## config.mk

```make
export PLATFORM = sky130hd
export DESIGN_NAME = usb_rx_deserializer
export DESIGN_NICKNAME = d
export VERILOG_FILES = /design/src/rtl/usb_rx_pkg.sv /design/src/rtl/usb_nrzi_dec.sv /design/src/rtl/usb_rx_deserializer.sv
export SDC_FILE = /design/constraint.sdc
export NUM_CORES = 1
export LEC_CHECK = 0
export ABC_AREA = 1
export BUFFER_PORTS_ARGS = -buffer_cell sky130_fd_sc_hd__buf_4
export CAP_MARGIN = 20
export CELL_PAD_IN_SITES_DETAIL_PLACEMENT = 1
export CELL_PAD_IN_SITES_GLOBAL_PLACEMENT = 2
export CORE_UTILIZATION = 37
export CTS_BUF_LIST = sky130_fd_sc_hd__clkbuf_8
export DETAILED_ROUTE_END_ITERATION = 10
export HOLD_SLACK_MARGIN = 0.15
export PLACE_DENSITY_LB_ADDON = 0.12
export SLEW_MARGIN = 40
export SYNTH_ARGS = -nofsm -noshare
export SYNTH_HDL_FRONTEND = slang
export SYNTH_SLANG_ARGS = --single-unit
export TNS_END_PERCENT = 30
```

## constraint.sdc

```tcl
create_clock -name clk -period 3.5 [get_ports clk]
set_input_delay 0.525 -clock clk [delete_from_list [all_inputs] [get_ports clk]]
set_output_delay 0.525 -clock clk [all_outputs]
set_load 0.02 [all_outputs]
```

## src/rtl/usb_rx_pkg.sv

```systemverilog
// Shared types and default sizing for the USB receive deserializer.
package usb_rx_pkg;

    // Receive FSM states
    typedef enum logic [1:0] {
        ST_IDLE = 2'd0,
        ST_RX   = 2'd1,
        ST_ERR  = 2'd2
    } rx_state_t;

    // Default word width in bits
    localparam int DEFAULT_DATA_W    = 8;
    // Default run of decoded ones that is followed by a stuffed bit
    localparam int DEFAULT_STUFF_LEN = 6;

endpackage : usb_rx_pkg

```

## src/rtl/usb_nrzi_dec.sv

```systemverilog
// NRZI decoder: a line level equal to the previous sampled level decodes as 1,
// a transition decodes as 0. The reference level follows the line on every
// sample strobe and returns to the idle (J = 1) level at end of packet.
import usb_rx_pkg::*;

module usb_nrzi_dec (
    input  logic clk,
    input  logic rst,
    input  logic d_plus_sync,
    input  logic shift_enable,
    input  logic eop,
    output logic nrzi_bit
);

    logic prev_level_reg;

    // Track the line level at each sample strobe; end of packet restores idle
    always_ff @(posedge clk or posedge rst) begin
        if (rst) begin
            prev_level_reg <= 1'b1;
        end else if (shift_enable) begin
            prev_level_reg <= eop ? 1'b1 : d_plus_sync;
        end
    end

    assign nrzi_bit = ~(d_plus_sync ^ prev_level_reg);

endmodule : usb_nrzi_dec

```

## src/rtl/usb_rx_deserializer.sv

```systemverilog
// USB receive deserializer: NRZI decode, bit-unstuffing and word assembly
// (LSB first) with a one-deep output holding register and error pulses.
// Optional feature macro USB_STUFF_ERR_EN: when defined, a stuffed-bit slot
// that decodes as 1 raises stuff_err and parks the FSM in ERR until the packet
// ends. When undefined the stuffed slot is dropped unchecked and stuff_err is 0.
import usb_rx_pkg::*;

module usb_rx_deserializer #(
    parameter int DATA_W    = DEFAULT_DATA_W,
    parameter int STUFF_LEN = DEFAULT_STUFF_LEN
) (
    input  logic              clk,
    input  logic              rst,
    input  logic              d_plus_sync,
    input  logic              shift_enable,
    input  logic              eop,
    input  logic              rx_en,
    input  logic              rx_ready,
    output logic [DATA_W-1:0] rx_data,
    output logic              rx_valid,
    output logic              rx_done,
    output logic              stuff_err,
    output logic              align_err,
    output logic              overrun
);

    localparam int BIT_W  = $clog2(DATA_W);
    localparam int ONES_W = $clog2(STUFF_LEN + 1);

    localparam logic [BIT_W-1:0]  LAST_BIT  = BIT_W'(DATA_W - 1);
    localparam logic [ONES_W-1:0] STUFF_CNT = ONES_W'(STUFF_LEN);

    rx_state_t          state_reg, state_next;
    logic [BIT_W-1:0]   bit_cnt_reg, bit_cnt_next;
    logic [ONES_W-1:0]  ones_cnt_reg, ones_cnt_next;
    logic [DATA_W-1:0]  word_reg, word_next;
    logic [DATA_W-1:0]  word_asm;
    logic [DATA_W-1:0]  rx_data_reg, rx_data_next;
    logic               rx_valid_reg, rx_valid_next;
    logic               rx_done_reg, rx_done_next;
    logic               align_err_reg, align_err_next;
    logic               overrun_reg, overrun_next;
    logic               word_complete;
`ifdef USB_STUFF_ERR_EN
    logic               stuff_err_reg, stuff_err_next;
`endif

    logic nrzi_bit;
    logic pkt_end;
    logic bit_strobe;

    usb_nrzi_dec u_nrzi_dec (
        .clk          (clk),
        .rst          (rst),
        .d_plus_sync  (d_plus_sync),
        .shift_enable (shift_enable),
        .eop          (eop),
        .nrzi_bit     (nrzi_bit)
    );

    // An EOP strobe ends the packet; any other strobe carries a line bit
    assign pkt_end    = shift_enable & eop;
    assign bit_strobe = shift_enable & ~eop;

    // Word as it would look with the current decoded bit written at bit_cnt;
    // on the last bit this is the completed word handed to the output stage
    genvar gi;
    generate
        for (gi = 0; gi < DATA_W; gi++) begin : g_word_asm
            assign word_asm[gi] = (bit_cnt_reg == BIT_W'(gi)) ? nrzi_bit : word_reg[gi];
        end
    endgenerate

    // Next-state, counter and output-stage logic
    always_comb begin
        state_next     = state_reg;
        bit_cnt_next   = bit_cnt_reg;
        ones_cnt_next  = ones_cnt_reg;
        word_next      = word_reg;
        rx_data_next   = rx_data_reg;
        rx_valid_next  = rx_valid_reg;
        rx_done_next   = 1'b0;
        align_err_next = 1'b0;
        overrun_next   = 1'b0;
        word_complete  = 1'b0;
`ifdef USB_STUFF_ERR_EN
        stuff_err_next = 1'b0;
`endif

        // Consumer takes the held word on this edge
        if (rx_valid_reg && rx_ready) begin
            rx_valid_next = 1'b0;
        end

        case (state_reg)
            ST_IDLE: begin
                bit_cnt_next  = '0;
                ones_cnt_next = '0;
                if (rx_en) begin
                    state_next = ST_RX;
                end
            end

            ST_RX: begin
                if (pkt_end) begin
                    // Packet closed; a partially filled word is thrown away
                    state_next     = ST_IDLE;
                    bit_cnt_next   = '0;
                    ones_cnt_next  = '0;
                    word_next      = '0;
                    rx_done_next   = 1'b1;
                    align_err_next = (bit_cnt_reg != '0);
                end else if (!rx_en) begin
                    // Receive window closed early: silent discard
                    state_next    = ST_IDLE;
                    bit_cnt_next  = '0;
                    ones_cnt_next = '0;
                    word_next     = '0;
                end else if (bit_strobe) begin
                    if (ones_cnt_reg == STUFF_CNT) begin
                        // Stuffed-bit slot: never part of the data
                        ones_cnt_next = '0;
`ifdef USB_STUFF_ERR_EN
                        if (nrzi_bit) begin
                            stuff_err_next = 1'b1;
                            state_next     = ST_ERR;
                            bit_cnt_next   = '0;
                            word_next      = '0;
                        end
`endif
                    end else begin
                        ones_cnt_next = nrzi_bit ? (ones_cnt_reg + ONES_W'(1)) : '0;
                        word_next     = word_asm;
                        if (bit_cnt_reg == LAST_BIT) begin
                            bit_cnt_next  = '0;
                            word_complete = 1'b1;
                        end else begin
                            bit_cnt_next = bit_cnt_reg + BIT_W'(1);
                        end
                    end
                end
            end

            ST_ERR: begin
                // Ignore the rest of a corrupted packet
                bit_cnt_next  = '0;
                ones_cnt_next = '0;
                if (pkt_end) begin
                    state_next   = ST_IDLE;
                    rx_done_next = 1'b1;
                end else if (!rx_en) begin
                    state_next = ST_IDLE;
                end
            end

            default: begin
                state_next    = ST_IDLE;
                bit_cnt_next  = '0;
                ones_cnt_next = '0;
            end
        endcase

        // Hand a finished word to the output register unless it is still occupied
        if (word_complete) begin
            if (rx_valid_reg && !rx_ready) begin
                overrun_next = 1'b1;
            end else begin
                rx_data_next  = word_asm;
                rx_valid_next = 1'b1;
            end
        end
    end

    // State, counter and output registers
    always_ff @(posedge clk or posedge rst) begin
        if (rst) begin
            state_reg     <= ST_IDLE;
            bit_cnt_reg   <= '0;
            ones_cnt_reg  <= '0;
            word_reg      <= '0;
            rx_data_reg   <= '0;
            rx_valid_reg  <= 1'b0;
            rx_done_reg   <= 1'b0;
            align_err_reg <= 1'b0;
            overrun_reg   <= 1'b0;
`ifdef USB_STUFF_ERR_EN
            stuff_err_reg <= 1'b0;
`endif
        end else begin
            state_reg     <= state_next;
            bit_cnt_reg   <= bit_cnt_next;
            ones_cnt_reg  <= ones_cnt_next;
            word_reg      <= word_next;
            rx_data_reg   <= rx_data_next;
            rx_valid_reg  <= rx_valid_next;
            rx_done_reg   <= rx_done_next;
            align_err_reg <= align_err_next;
            overrun_reg   <= overrun_next;
`ifdef USB_STUFF_ERR_EN
            stuff_err_reg <= stuff_err_next;
`endif
        end
    end

    assign rx_data   = rx_data_reg;
    assign rx_valid  = rx_valid_reg;
    assign rx_done   = rx_done_reg;
    assign align_err = align_err_reg;
    assign overrun   = overrun_reg;
`ifdef USB_STUFF_ERR_EN
    assign stuff_err = stuff_err_reg;
`else
    assign stuff_err = 1'b0;
`endif

endmodule : usb_rx_deserializer

```

# ---- Word level (Yosys, flattened, before mapping)
# Index checks and enable logic that the tools add are counted.
dict set report totals {
  regBits 29
  latch_bits 0
  ramBits 0
  rom_bits 0
  wordCells 89
  n_memories 0
}
dict set report classes {
  n_addsub 2
  multipliers 0
  div 0
  magnitude_cmp 0
  n_eq_ne 16
  n_shift 0
  mux 44
  bitwise_logic 6
  reduce_logical 11
}
# cell n
set op_table {}
lappend op_table {{$mux W3} 12}
lappend op_table {{$mux W8} 4}
lappend op_table {{$mux W1} 24}
lappend op_table {{$eq A3 B3 Y1 const B} 5}
lappend op_table {{$ne A4 B4 Y1 const B} 2}
lappend op_table {{$add A3 B1 Y3 const B} 2}
lappend op_table {{$eq A3 B2 Y1 const B} 2}
lappend op_table {{$mux W2} 3}
lappend op_table {{$reduce_and A2 Y1} 3}
lappend op_table {{$pmux W2 S2} 1}
lappend op_table {{$eq A3 B1 Y1 const B} 1}
lappend op_table {{$logic_not A3 Y1} 1}
lappend op_table {{$ne A3 B1 Y1 const B} 1}
lappend op_table {{$ne A3 B2 Y1 const B} 1}
lappend op_table {{$ne A3 B3 Y1 const B} 1}
lappend op_table {{$not A1 Y1} 3}
lappend op_table {{$reduce_and A3 Y1} 1}
lappend op_table {{$reduce_bool A3 Y1} 1}
lappend op_table {{$and A1 B1 Y1} 2}
lappend op_table {{$eq A2 B1 Y1 const B} 1}
lappend op_table {{$eq A2 B2 Y1 const B} 1}
lappend op_table {{$logic_and A1 B1 Y1} 2}
lappend op_table {{$logic_not A2 Y1} 1}
lappend op_table {{$ne A2 B2 Y1 const B} 1}
lappend op_table {{3 further kinds} 3}

# ---- Depth between registers and ports, before layout
# Gate-level depths: netlist of run 1.
dict set report depth {
  depth_word 8
  mapped_depth 8
  depth_no_buf 8
}

# ---- Cells and area by module
# From an unflattened synthesis of run 1, not the netlist that was laid out.
dict set report hier_totals {
  hier_cells 189
  hier_area_um2 1480.2
}
# mod n_inst cells_each area_each_um2 seq_area_each_um2
set by_module_without_submodules {}
lappend by_module_without_submodules {usb_rx_deserializer 1 182 1425.1 675.6}
lappend by_module_without_submodules {usb_nrzi_dec 1 7 55.1 26.3}

# ---- Least setup slack after synthesis of run 1
# No wires, ideal clock.
dict set report synth_timing {
  path_kind {flip-flop to flip-flop}
  start {register bit_cnt_reg[0]}
  end {register rx_data_reg[0] (netlist: rx_data[0])}
  setup_time_ns 0.118
  arrival_ns 1.151
  setup_slack_ns 2.231
  stages_incl_launch_ff 8
  path_buffers 0
  period_less_slack_ns 1.269
  path_cell_list {dfrtp_1 > ha_1 > ha_1 > nand2_1 > nor2_1 > nand3_2 > nand2_1 > nand2_1}
}
dict set report synth_via {
  elab_chain_len 8
}
# item line_no
set synth_rtl {}
lappend synth_rtl {{start, declared} usb_rx_deserializer.sv:34} ;# logic [BIT_W-1:0] bit_cnt_reg, bit_cnt_next;
lappend synth_rtl {{start signal, assigned} usb_rx_deserializer.sv:191} ;# bit_cnt_reg <= bit_cnt_next;
lappend synth_rtl {{$eq A3 B3 Y1} usb_rx_deserializer.sv:134} ;# if (bit_cnt_reg == LAST_BIT) begin
lappend synth_rtl {{$mux W1} usb_rx_deserializer.sv:134}
lappend synth_rtl {{$mux W1} usb_rx_deserializer.sv:120} ;# if (ones_cnt_reg == STUFF_CNT) begin
lappend synth_rtl {{$mux W1} usb_rx_deserializer.sv:119} ;# end else if (bit_strobe) begin
lappend synth_rtl {{$mux W1} usb_rx_deserializer.sv:113} ;# end else if (!rx_en) begin
lappend synth_rtl {{$mux W1} usb_rx_deserializer.sv:105} ;# if (pkt_end) begin
lappend synth_rtl {{$mux W1} usb_rx_deserializer.sv:95} ;# case (state_reg)
lappend synth_rtl {{$reduce_and A2 Y1 (no line)} --}
lappend synth_rtl {{end signal, assigned} usb_rx_deserializer.sv:194} ;# rx_data_reg <= rx_data_next;
lappend synth_rtl {{end, declared} usb_rx_deserializer.sv:38} ;# logic [DATA_W-1:0] rx_data_reg, rx_data_next;
# Parallel ways exist; a longest one is shown, timed or not.
# A chain may end at the register's enable or synchronous reset.

# ---- Worst setup path after layout of run 1
dict set report layout_timing {
  start {register bit_cnt_reg[0]}
  end {register rx_data_reg[3] (netlist: rx_data[3])}
}
# The elaborated chain is that of the path after synthesis.

==> results.md, run 1 <==
* Status: finished clean
* Overall Global Routing Usage at around a fifth
* Die boundary height at ~66 um
* Max-slew violation count at 0
* Cell accounting for the most synthesized area: dfrtp_1
* Maximum buffer depth of the clock tree at 2
* Startpoint of the most critical register-to-register path: bit_cnt_reg[0]
* Max-capacitance violation count at 0
* R2R cell count at 7
* Core region area at roughly 3800 um^2
* Root Driver: clkbuf_8
* Clock transition at path regs at 0.10 ns
* Final hold viol count at 0
* Aggregate negative setup slack at 0 ns
* Fraction of final layout cells sized beyond drive strength 1 at 16.6%
* Initial Utilization at between 30 and 40%
* Total number of yosys warnings at 0
* Number of nets in the final layout at about 230
* Final routed wire length divided by cell count at 13.7 um
* Count of clock tree sinks at 28
* End of the worst register-to-register path: rx_data[3]
* Post-synth top cells: nand2_1 (76), dfrtp_1 (27), inv_1 (24)
* Final clock skew at slightly below 0.007 ns
* Top-count cell post-synth: nand2_1
* CTS H-tree depth at 1
* Routed Wire Length at 3550 um
* Number of top-level design ports at 20
* Top cells by area in the synthesized netlist: dfrtp_1 (45%), nand2_1 (19%), ha_1 (6.7%)
* Power density over the cells at 331 nW/um^2
* Share of the yosys chip area belonging to registers at ~47%
* RSZ-0062 raised after global routing: no
* Final HPWL DP at roughly 2700 um
* Startpoint kind of the worst setup timing path: flip-flop
* Layout filler cell count at 475
* Initial antenna violation count at 0
* Vias in the first global route at 1348
* Overflow left after global routing at 0
* FF-to-FF setup slack at around 2.0 ns
* Post-synthesis sequential element count at 28
* Pin count of the biggest net entering global routing at 29
* First-pass GRT wire length at around 6200 um
* Die X at roughly 66 um
* Source of the critical timing path: bit_cnt_reg[0]
* Total of buffers placed on input and output ports at 18
* Number of vias per cell after detailed routing at ~4.7
* Row cnt at 22
* Clock latency of the later-clocked register in the worst-skew pair at 0.29 ns
* Nature of the critical path endpoint: flip-flop
* CTS Buf Count at 3
* Leak Pwr at 1.02 nW
* Avg Synthesized Cell Area at 7.76 um^2
* Critical Setup Path Class: flip-flop to flip-flop
* Maximum VDD drop at roughly 0.16 mV
* Total of hold buffers inserted after clock tree synthesis at 0
* Post-synthesis instance area at 1500 um^2
* Area of the die at 4310 um^2
* TritonCTS clock tree: yes
* Area of combinational cells with multiple inputs at between 600 and 700 um^2
* Final setup viols at 0
* Share of the synthesized area in the top cell type at a little under half
* Synth async-reset ratio at between 90% and 100%
* Number of distinct library cells after synthesis at 23
* Worst Hold Margin at 0.305 ns
* Hold Path Class: primary input to asynchronous set/reset pin
* Number of remaining DRC errors at 0
* Fin util at between 40% and 50%
* Initial drt markers at 35
* N_diodes at 0
* Routed via count at about 1200
* Net count after synthesis at about 210
* Post-cts repair resize count at 0
* Min Clock Period, post-route at around 1.5 ns
* Transition at the pin with the smallest max-transition slack at roughly 0.6 ns
* Number of detailed-route iterations in the first pass at 4
* Most instantiated flip-flop cell in the synthesis netlist: dfrtp_1
* Synthesized instance count at 193
* Ratio of final minimum period to clock period at a little over two fifths
* Peak fanout along the critical path at 8
* Routability cong. at 0.736
* Area used by sequential logic in the layout at ~700 um^2
* Fmax at 0.667 GHz
* Post-CTS setup-driven buffer insertion count at 0
* Post-detailed-route count of antenna-violating nets at 0
* Area Growth Syn to Fin at 14.2%
* Endpoint required time on the critical path at 3.68 ns
* Number of flops mapped to enable cells by yosys at 0
* Relative slew margins at 59.4%
* Critical path arrival at 1.68 ns
## worst max-delay path, cell delays in order (launching register included)
cell	delay [ns]
dfrtp_1	0.41
ha_1	0.21
ha_1	0.22
nand2_1	0.07
nor2_1	0.12
nand3_2	0.19
nand2_1	0.11
nand2_1	0.06
## cell families (layout without fill, tap and decap cells)
logic type,after synthesis,count (layout),synth area share (%)
compound gates,6,6,2.17
simple gates,119,119,35.1
fa+ha+maj,8,8,6.68
other cells,1,1,0.250
flops,28,28,46.9
xor+xnor,1,1,0.585
buf+inv,30,48,8.35
## through the flow
| step | power [mW] | instances | instance area, um^2 | setup slack (ns) |
|---|---|---|---|---|
| final | 0.566 | 259 | 1710 | 2.00 |
| after global routing | 0.587 | 259 | 1710 | 1.81 |
| after CTS | 0.574 | 259 | 1710 | 1.97 |
| after detailed placement | 0.387 | 255 | 1670 | 1.96 |
| after global placement | 0.384 | 255 | 1670 | 1.97 |
| after floorplan | 0.368 | 193 | 1500 | 2.23 |
## power by group
group | leakage (nW) | internal [mW] | switching, mW
Sequential | 0.385 | 0.327 | 0.00301
Clock | 0.0269 | 0.0792 | 0.108
Combinational | 0.606 | 0.0133 | 0.0353
## cell type report
type	instances	share of cell area, %
clock inverters	1	0.219
repair buffers	18	7.90
clock buffers	3	2.41
inverters	26	5.71
well taps	48	3.51
flip-flops and latches	28	41.0
multi-input cells	135	39.2
## layer usage
metal  track usage (%)  vias up  wire length, um
li1                  -      622                -
met1              23.0      587             1660
met2              33.7       15             1760
met3              3.30        5               84
met4              7.34        0               51
met5                 0        -                0
## worst max path at each step
stage	depth (start not counted)	end
global placement	2	word_reg[3]
CTS	7	rx_data[3]
floorplan	7	rx_data[0]
global route	7	rx_data[6]
finish	7	rx_data[3]
detailed placement	7	rx_data[3]
## placed cells by master, fill, tap and decap left out
master,netlist,final
a22oi_1,1,1
dfrtp_1,27,27
inv_2,2,3
o21ai_0,5,5
nor2_1,12,12
inv_1,24,24
nor2_2,1,1
nand3_2,1,1
buf_4,1,18
ha_1,8,8
nand3_4,1,1
conb_1,1,1
nand3_1,18,18
nor3_1,1,1
nor2_4,2,2
dfstp_2,1,1
clkbuf_8,0,3
nand2_2,5,5
nand2_1,76,76
xor2_1,1,1
nand4_1,2,2
No activity file was read; power rests on OpenSTA's default activity.
==> run 2: changes to the inputs <==
Settings changed: CORE_UTILIZATION 37 to 34.
Clock period 3.5 ns to 1.5 ns, I/O delays scaled along.
==> results.md, run 2 (same netlist as run 1, synthesis figures left out) <==
* Status: finished clean
* Amount of wire on met3 after detailed routing at 90 um (+7.1%)
* Core region area at 4120 um^2 (+9.1%)
* Root Driver: clkbuf_8
* Ratio of final minimum period to clock period at 99.7% (+57 points)
* Fin worst setup slack at 0.00420 ns (-2.00 ns)
* Hold Path Class: primary input to flip-flop
* Post-DP Area at 1690 um^2 (+1.5%)
* Routed length on met2 at 1930 um (+9.7%)
* Final setup viols at 0 (unchanged)
* Pin count of the biggest net entering global routing at 29 (unchanged)
* Area of the die at 4670 um^2 (+8.6%)
* Critical path arrival at 1.72 ns (+0.04 ns)
* Cells traversed along the worst timing path: ha_2 -> ha_4 -> nand4_1 -> buf_4 -> nor2_4 -> nand3_1 -> nand2_1
* First-pass GRT wire length at 6470 um (+4.6%)
* Area Growth Syn to Fin at 23.6%
* Min Clock Period, post-route at 1.50 ns (-0.00396 ns)
* Fraction of final layout cells sized beyond drive strength 1 at 23.1% (+6.5 points)
* Number of detailed-route iterations in the first pass at 4 (unchanged)
* Most frequent standard cell in the layout excluding fill and tap cells: nand2_1
* N_diodes at 0 (unchanged)
* Die boundary height at 68.4 um (+4.2%)
* Number of remaining DRC errors at 0 (unchanged)
* CTS H-tree depth at 1 (unchanged)
* RSZ-0062 raised after global routing: yes
* TritonCTS clock tree: yes
* Initial Utilization at 36.4% (-3.3 points)
* Overall Global Routing Usage at 18.7% (-0.47 points)
* Power density over the cells at 806 nW/um^2 (+140%)
* Final clock skew at 0.00415 ns (-0.00277 ns)
* Max-slew violation count at 0 (unchanged)
* Clock transition at path regs at 0.10 ns (about the same)
* CP max stage cell: dfrtp_1
* Number of vias per cell after detailed routing at 4.77 (+0.47%)
* Final hold viol count at 0 (unchanged)
* Highest routed metal layer: met4
* Final routed wire length divided by cell count at 14.0 um (+2.2%)
* Clock latency of the later-clocked register in the worst-skew pair at 0.28 ns (about the same)
* Number of nets in the final layout at 237 (+4.4%)
* Leak Pwr at 1.07 nW (+4.8%)
* Slowest stage delay, CP at 0.42 ns (about the same)
* Initial drt markers at 52 (+49%)
* Critical Setup Path Class: flip-flop to flip-flop
* Routed via count at 1292 (+5.1%)
* Post-detailed-route count of antenna-violating nets at 0 (unchanged)
* Wl on met1 at 1770 um (+6.3%)
* Routed Wire Length at 3800 um (+6.9%)
* CTS Buf Count at 3 (unchanged)
* Routability cong. at 0.707 (-4.0%)
* Peak fanout along the critical path at 4 (-4)
* Final HPWL DP at 2730 um (about the same)
* Worst setup timing slack at the placement stage at 0.00296 ns (-1.96 ns)
* Overflow left after global routing at 0 (unchanged)
* Commonest cells after routing, fill and taps aside: nand2_1 (75), dfrtp_1 (27), buf_4 (26)
* Number of top-level design ports at 20 (unchanged)
* Vias in the first global route at 1416 (+5.0%)
* Endpoint required time on the critical path at 1.72 ns (-1.96 ns)
* Area of all placed cells without fillers at 1850 um^2 (+8.2%)
* Nature of the critical path endpoint: flip-flop
* Maximum VDD drop at 0.479 mV (+190%)
* Die X at 68.4 um (+4.2%)
* Startpoint kind of the worst setup timing path: flip-flop
* Initial antenna violation count at 0 (unchanged)
* Row cnt at 23 (+4.5%)
* Maximum buffer depth of the clock tree at 2 (unchanged)
* Fmax at 0.669 GHz (+0.26%)
* Max-capacitance violation count at 0 (unchanged)
* Total of buffers placed on input and output ports at 18 (unchanged)
* Count of clock tree sinks at 28 (unchanged)
-- run 2: worst paths after layout --
kind,start,end,slack [ns],cells after the start
min in group asynchronous,rst,ones_cnt_reg[1],0.58,4
worst max-delay path,bit_cnt_reg[0],rx_data[5],0.004,7
worst min-delay path,rx_en,state_reg[0],0.20,3
max in group asynchronous,rst,u_nrzi_dec.prev_level_reg,0.59,4
worst max register to register,bit_cnt_reg[0],rx_data[5],0.004,7
worst min register to register,word_reg[1],word_reg[1],0.48,2
-- run 2: cell type report --
cell class	instances	area [um^2]
multi-input combinational	136	712
inverter	26	97.6
clock buffer	3	41.3
sequential	28	702
clock inverter	1	30.0
fill	515	2260
timing repair buffer	27	205
tap	50	62.6
-- run 2: power by group --
| part | switching, mW | total, mW | internal, mW | leakage [nW] |
|---|---|---|---|---|
| Combinational | 0.0873 | 0.123 | 0.0354 | 0.646 |
| Sequential | 0.00654 | 0.770 | 0.764 | 0.385 |
| Clock | 0.241 | 0.598 | 0.358 | 0.0357 |
| Total | 0.335 | 1.49 | 1.16 | 1.07 |
-- run 2: what timing repair did --
item | in CTS | in global routing
cloned | 0 | 1
endpoints found under the hold margin | 27 | 0
endpoints found under the setup margin | 1 | 21
pin swaps | 0 | 5
resized for setup | 1 | 8
buffers inserted | 0 | 5
hold buffers | 1 | 0
-- run 2: per-layer routing --
metal,global-route usage [%],up-vias
li1,-,643
met1,21.5,623
met2,35.3,21
met3,4.00,5
met4,3.13,0
met5,0,-
-- run 2: per-stage QoR --
stage	total power [mW]	setup TNS, ns	cells	util [%]	hold WS [ns]
4_1_cts	1.51	0	265	43.1	0.198
3_5_place_dp	0.903	0	260	41.1	0.333
2_1_floorplan	0.859	0	193	-	0.290
6_report	1.49	0	271	45.0	0.201
3_3_place_gp	0.899	0	260	41.1	0.321
5_1_grt	1.56	-0.225	271	45.0	0.231
-- run 2: worst max-delay path, delay by kind of cell (launching register included) --
family                     cells  cell delay (ns)
and+or+nand+nor                4             0.46
adders and majority gates      2             0.37
DFF                            1             0.42
buffers and inverters          1             0.19
